<file path="src/rtl/pmem_arbiter_fsm_pkg.sv">
`default_nettype none
// +--------------------------------------------------------------------+
// | pmem_arbiter_fsm_pkg : shared types for the I/D-cache pmem arbiter  |
// | Revision 1.0                                                        |
// +--------------------------------------------------------------------+
package pmem_arbiter_fsm_pkg;

   localparam int C_LINE_W_DEFAULT = 256;

   localparam logic C_GRANT_A = 1'b0;
   localparam logic C_GRANT_B = 1'b1;

   typedef enum logic [1:0] {
      ST_IDLE    = 2'd0,
      ST_SERVE_A = 2'd1,
      ST_SERVE_B = 2'd2,
      ST_DONE    = 2'd3
   } arb_state_t;

endpackage
`default_nettype wire

</file>
<file path="src/rtl/pmem_arbiter_fsm.sv">
`default_nettype none
// +--------------------------------------------------------------------+
// | pmem_arbiter_fsm : round-robin arbiter of I/D-cache line requests   |
// | Revision 1.0                                                        |
// +--------------------------------------------------------------------+
module pmem_arbiter_fsm
   import pmem_arbiter_fsm_pkg::*;
#(
   parameter int ADDR_W = 32,
   parameter int LINE_W = C_LINE_W_DEFAULT
) (
   input  logic              clk,
   input  logic              rst,
   input  logic              pmem_read_a,
   input  logic [ADDR_W-1:0] pmem_addr_a,
   output logic              pmem_resp_a,
   output logic [LINE_W-1:0] pmem_rdata_a,
   input  logic              pmem_read_b,
   input  logic              pmem_write_b,
   input  logic [ADDR_W-1:0] pmem_addr_b,
   input  logic [LINE_W-1:0] pmem_wdata_b,
   output logic              pmem_resp_b,
   output logic [LINE_W-1:0] pmem_rdata_b,
   output logic              mem_read,
   output logic              mem_write,
   output logic [ADDR_W-1:0] mem_address,
   output logic [LINE_W-1:0] mem_wdata,
   input  logic              mem_resp,
   input  logic [LINE_W-1:0] mem_rdata,
   output logic              arb_busy
);

   arb_state_t        r_state;
   arb_state_t        w_state_nxt;
   logic              r_last_grant;
   logic [ADDR_W-1:0] r_hold_addr;
   logic              r_hold_write;
   logic [LINE_W-1:0] r_hold_wdata;

   logic              w_req_a;
   logic              w_req_b;
   logic              w_grant_b;
   logic              w_serving;

   always_comb begin
      w_req_a     = pmem_read_a;
      w_req_b     = pmem_read_b | pmem_write_b;
      // B wins if alone, or on a tie when A held the previous grant
      w_grant_b   = w_req_b & (~w_req_a | (r_last_grant == C_GRANT_A));
      w_state_nxt = r_state;
      case (r_state)
         ST_IDLE: begin
            if (w_req_a | w_req_b)
               w_state_nxt = w_grant_b ? ST_SERVE_B : ST_SERVE_A;
         end
         ST_SERVE_A, ST_SERVE_B: begin
            if (mem_resp)
               w_state_nxt = ST_DONE;
         end
         ST_DONE:  w_state_nxt = ST_IDLE;
         default:  w_state_nxt = ST_IDLE;
      endcase
   end

   always_ff @(posedge clk or posedge rst) begin
      if (rst) begin
         r_state      <= ST_IDLE;
         r_last_grant <= C_GRANT_B;
         r_hold_addr  <= '0;
         r_hold_write <= 1'b0;
         r_hold_wdata <= '0;
      end else begin
         r_state <= w_state_nxt;
         if ((r_state == ST_IDLE) && (w_req_a | w_req_b)) begin
            r_last_grant <= w_grant_b ? C_GRANT_B : C_GRANT_A;
            r_hold_addr  <= w_grant_b ? pmem_addr_b : pmem_addr_a;
            // simultaneous read+write from B is a writeback
            r_hold_write <= w_grant_b & pmem_write_b;
            r_hold_wdata <= pmem_wdata_b;
         end
      end
   end

   always_comb begin
      w_serving    = (r_state == ST_SERVE_A) || (r_state == ST_SERVE_B);
      mem_read     = w_serving & ~r_hold_write;
      mem_write    = w_serving &  r_hold_write;
      mem_address  = w_serving ? r_hold_addr  : '0;
      mem_wdata    = w_serving ? r_hold_wdata : '0;
      pmem_resp_a  = (r_state == ST_SERVE_A) & mem_resp;
      pmem_resp_b  = (r_state == ST_SERVE_B) & mem_resp;
      pmem_rdata_a = pmem_resp_a ? mem_rdata : '0;
      pmem_rdata_b = pmem_resp_b ? mem_rdata : '0;
      arb_busy     = (r_state != ST_IDLE);
   end

endmodule
`default_nettype wire

</file>
<file path="config.mk">
export PLATFORM = sky130hd
export DESIGN_NAME = pmem_arbiter_fsm
export DESIGN_NICKNAME = d
export VERILOG_FILES = /design/src/rtl/pmem_arbiter_fsm_pkg.sv /design/src/rtl/pmem_arbiter_fsm.sv
export SDC_FILE = /design/constraint.sdc
export NUM_CORES = 1
export LEC_CHECK = 0
export CORE_AREA = 5 5 532 534
export CTS_CLUSTER_DIAMETER = 30
export DETAILED_ROUTE_END_ITERATION = 16
export DIE_AREA = 0 0 537 539
export GPL_ROUTABILITY_DRIVEN = 0
export PLACE_DENSITY_LB_ADDON = 0.3
export SLEW_MARGIN = 15
export SYNTH_ARGS = -nofsm -noshare
export SYNTH_HDL_FRONTEND = slang
export SYNTH_SLANG_ARGS = --single-unit
export TNS_END_PERCENT = 50
</file>
<file path="constraint.sdc">
create_clock -name clk -period 10.8 [get_ports clk]
set_input_delay 2.16 -clock clk [delete_from_list [all_inputs] [get_ports clk]]
set_output_delay 2.16 -clock clk [all_outputs]
set_load 0.005 [all_outputs]
</file>
==> flow_summary.html <==
<table>
<tr><th>Metric</th><th>Value</th></tr>
<tr><th colspan="2">Timing</th></tr>
<tr><td>Post-route clock skew</td><td>0.0824 ns</td></tr>
<tr><td>Max Slew Vio Count</td><td>0</td></tr>
<tr><td>Normalized max-slew margin</td><td>24.7%</td></tr>
<tr><td>Final period demand of the worst path</td><td>6.88 ns</td></tr>
<tr><td>Setup TNS Final</td><td>0 ns</td></tr>
<tr><td>Portion of the clock cycle consumed by the worst path in the final layout</td><td>63.7%</td></tr>
<tr><td>Worst slew pin tran</td><td>1.13 ns</td></tr>
<tr><td>Final setup fails</td><td>0</td></tr>
<tr><td>RSZ-0062 raised after global routing</td><td>false</td></tr>
<tr><td>Final hold violation count</td><td>0</td></tr>
<tr><td>Fmax</td><td>0.145 GHz</td></tr>
<tr><th colspan="2">Placement</th></tr>
<tr><td>Area after DPL</td><td>34,800 sq um</td></tr>
<tr><td># port buffers</td><td>1,386</td></tr>
<tr><td>Post-detailed-placement half-perimeter wirelength</td><td>155 mm</td></tr>
<tr><th colspan="2">Die</th></tr>
<tr><td>Area enclosed by the die boundary</td><td>289,000 sq um</td></tr>
<tr><td>Count of standard-cell rows</td><td>194</td></tr>
<tr><td>Count of boundary I/O pins</td><td>1,387</td></tr>
<tr><td>Vertical die dimension</td><td>539 um</td></tr>
<tr><td>Floorplan die width</td><td>537 um</td></tr>
<tr><td>Placeable core area</td><td>278,000 sq um</td></tr>
<tr><td>Initial cell density of the core</td><td>6.04%</td></tr>
<tr><th colspan="2">Final layout</th></tr>
<tr><td>Area Overhead vs Synth</td><td>129%</td></tr>
<tr><td>Final nets</td><td>3,561</td></tr>
<tr><td>Proportion of layout cells with a drive suffix above 1</td><td>14.7%</td></tr>
<tr><td>Final std cell area, no fill</td><td>38,400 sq um</td></tr>
<tr><th colspan="2">Outcome</th></tr>
<tr><td>Result of the run</td><td>finished, final reports clean</td></tr>
<tr><th colspan="2">Synthesis</th></tr>
<tr><td>Top cells by count, synth</td><td>512 x sky130_fd_sc_hd__and3_1, 291 x sky130_fd_sc_hd__and2_1, 291 x sky130_fd_sc_hd__dfrtp_1, 257 x sky130_fd_sc_hd__mux2_2, 147 x sky130_fd_sc_hd__clkbuf_1</td></tr>
<tr><td>Synth Cell Area</td><td>16,800 sq um</td></tr>
<tr><td>Synth warnings</td><td>0</td></tr>
<tr><td>Leading cell type by number of instances after synthesis</td><td>sky130_fd_sc_hd__and3_1</td></tr>
<tr><td>Post-synth net total</td><td>2,239</td></tr>
<tr><td>Share of the yosys chip area belonging to registers</td><td>43.5%</td></tr>
<tr><td>Distinct cell type count after synthesis</td><td>21</td></tr>
<tr><td>Ys flop type</td><td>sky130_fd_sc_hd__dfrtp_1</td></tr>
<tr><td>Synth top area share</td><td>43.3%</td></tr>
<tr><td>Post-synthesis average cell area</td><td>10.2 sq um</td></tr>
<tr><td>Share of synthesized registers carrying an async set or reset</td><td>100%</td></tr>
<tr><td>Most area-hungry cell type in the Yosys netlist</td><td>sky130_fd_sc_hd__dfrtp_1</td></tr>
<tr><td>Register bit count reported by yosys</td><td>292</td></tr>
<tr><td>Cell types with the largest area share after synthesis</td><td>sky130_fd_sc_hd__dfrtp_1 43%, sky130_fd_sc_hd__and3_1 19%, sky130_fd_sc_hd__mux2_2 17%</td></tr>
<tr><td>EDFF count, synth</td><td>0</td></tr>
<tr><td>Number of cells produced by synthesis</td><td>1,653</td></tr>
<tr><th colspan="2">Global route</th></tr>
<tr><td>Initial antenna violation count</td><td>187</td></tr>
<tr><td>Global-route congestion overflow total</td><td>0</td></tr>
<tr><td>Total GRT Usage</td><td>11.8%</td></tr>
<tr><td>Largest net degree at the start of global routing</td><td>304</td></tr>
<tr><td>Via count of the first global-routing pass</td><td>20,148</td></tr>
<tr><td>Global-route wire length before repair</td><td>223 mm</td></tr>
<tr><th colspan="2">Clock tree</th></tr>
<tr><td>Maximum count of clock buffers along a single path</td><td>3</td></tr>
<tr><td>Post_cts resized</td><td>0</td></tr>
<tr><td>CTS HTree Levels</td><td>3</td></tr>
<tr><td>Clk_lat worst skew</td><td>0.70 ns</td></tr>
<tr><td>Number of buffers added to fix hold violations after cts</td><td>0</td></tr>
<tr><td>Clock root buffer</td><td>sky130_fd_sc_hd__clkbuf_16</td></tr>
<tr><td>TritonCTS Sinks</td><td>292</td></tr>
<tr><td>Setup Buffers After CTS</td><td>0</td></tr>
<tr><td>CTS tree</td><td>done</td></tr>
<tr><td>Number of clock buffers inserted by TritonCTS</td><td>96</td></tr>
<tr><td>Clock-pin slew on the worst setup and hold paths</td><td>0.04 ns</td></tr>
<tr><th colspan="2">Critical path</th></tr>
<tr><td>CP top delay family</td><td>buffers and inverters</td></tr>
<tr><td>Category of the most critical setup path</td><td>in2out</td></tr>
<tr><td>Standard cell with the maximum stage delay on the critical path</td><td>sky130_fd_sc_hd__clkdlybuf4s50_1</td></tr>
<tr><td>Delay contributed by the slowest stage of the critical path</td><td>0.66 ns</td></tr>
<tr><td>Setup crit end kind</td><td>primary output</td></tr>
<tr><td>Cell chain of the critical path</td><td>buf_8, buf_12, and3_1, clkdlybuf4s50_1</td></tr>
<tr><td>Data required time of the critical path</td><td>8.64 ns</td></tr>
<tr><td>Number of buffer and inverter stages on the critical path</td><td>3</td></tr>
<tr><td>Largest fanout on the critical path</td><td>303</td></tr>
<tr><td>Nature of the critical path startpoint</td><td>primary input</td></tr>
<tr><td>Internal reg-to-reg setup slack</td><td>7.67 ns</td></tr>
<tr><td>Worst Path Arrival</td><td>4.72 ns</td></tr>
<tr><th colspan="2">Run</th></tr>
<tr><td>Total of max-cap violations</td><td>0</td></tr>
<tr><th colspan="2">Route</th></tr>
<tr><td>DRT iter0 DRCs</td><td>1,329</td></tr>
<tr><td>Via Count</td><td>19,936</td></tr>
<tr><td>Drt drc</td><td>0</td></tr>
<tr><td>Number of nets with antenna violations after routing</td><td>0</td></tr>
<tr><td>Via density per instance</td><td>2.92</td></tr>
<tr><td>TritonRoute pass-1 iters</td><td>5</td></tr>
<tr><td>Post-detailed-routing wire length</td><td>180 mm</td></tr>
<tr><td>Routed length per instance</td><td>26.4 um</td></tr>
<tr><th colspan="2">Power</th></tr>
<tr><td>Static leakage</td><td>15.6 nW</td></tr>
<tr><td>Maximum vdd ir drop</td><td>177 uV</td></tr>
<tr><td>Power per standard cell area</td><td>280 nW/um^2</td></tr>
<tr><th colspan="2">Hold path</th></tr>
<tr><td>HP Class</td><td>reg2reg</td></tr>
</table>
## final cells by class
cell class / instances / area, sq um
Inverter: 4 / 22.5
Antenna cell: 47 / 118
Clock buffer: 129 / 2730
Clock inverter: 48 / 766
Timing Repair Buffer: 1407 / 14100
Fill cell: 31410 / 239000
Multi-Input combinational cell: 1174 / 8730
Tap cell: 3724 / 4660
Sequential cell: 292 / 7310
## path summary, 6_finish.rpt
kind / startpoint / endpoint / depth (start not counted)
hold reg to reg: r_hold_addr[26]$_DFFE_PP0P_ / r_hold_addr[26]$_DFFE_PP0P_ / 2
setup / recovery: mem_resp / pmem_rdata_b[191] / 4
setup reg to reg: r_state[0]$_DFFE_PP0P_ / r_hold_wdata[11]$_DFFE_PP0P_ / 6
min in group asynchronous: rst / r_hold_wdata[93]$_DFFE_PP0P_ / 2
max in group asynchronous: rst / r_hold_wdata[5]$_DFFE_PP0P_ / 4
hold / removal: r_hold_addr[26]$_DFFE_PP0P_ / r_hold_addr[26]$_DFFE_PP0P_ / 2
## sequential cells by signal, summed over array words and instances (netlist names)
name	flops
r_state	2
r_hold_addr	32
r_last_grant	1
r_hold_wdata	256
r_hold_write	1
## routing by layer
layer	part of all wire (%)	vias up	global-route usage, %	wire length [um]
li1	-	8471	-	-
met2	49	1294	20.5	87500
met3	15	304	7.62	26800
met1	33	9729	11.6	60300
met4	2.6	138	2.96	4620
met5	0.52	-	0	938
## cells in the final DEF (no fill, tap or decap), drive strengths merged, types with 2 or more instances in the layout
cell	synthesis	final
a21oi	2	2
and2	291	291
and3	512	512
buf	36	22
bufinv	0	13
clkbuf	147	129
clkdlybuf4s50	0	1385
clkinv	0	33
dfrtp	291	291
diode	0	47
ha	4	4
inv	4	5
mux2	257	257
mux2i	34	34
nand2	33	33
nor2b	2	2
o21ai	33	33
## power breakdown
| part | internal [mW] | leakage [nW] | switching [mW] |
|---|---|---|---|
| Clock | 2.07 | 1.71 | 0.884 |
| Sequential | 1.67 | 3.46 | 0.304 |
| Combinational | 3.14 | 10.5 | 2.68 |
| Total | 6.89 | 15.6 | 3.87 |
## tightest hold or removal path: stages, from the launching register on
cell and delay (ns):
sky130_fd_sc_hd__dfrtp_1 0.33, sky130_fd_sc_hd__nand2_1 0.04, sky130_fd_sc_hd__o21ai_0 0.05
## logic make-up after synthesis
family	synth area share [%]
AND/OR/NAND/NOR	30.8
flip-flops	43.5
multiplexers	19.3
buffers and inverters	4.80
AO/OA/AOI/OAI	1.37
adder cells (fa/ha/maj)	0.298
## metrics by stage
stage          worst slack (ns)  power [mW]  hold WS, ns  utilization, %  instances
2_1_floorplan             0.579        4.15        0.442               -       1653
3_3_place_gp               4.14        8.00        0.458            12.5       6601
3_5_place_dp               4.04        8.00        0.463            12.5       6601
5_1_grt                    3.76        11.4        0.482            13.8       6789
4_1_cts                    4.03        11.1        0.473            13.8       6778
6_report                   3.92        10.8        0.466            13.8       6825
Power figures use the tool's default switching activity.
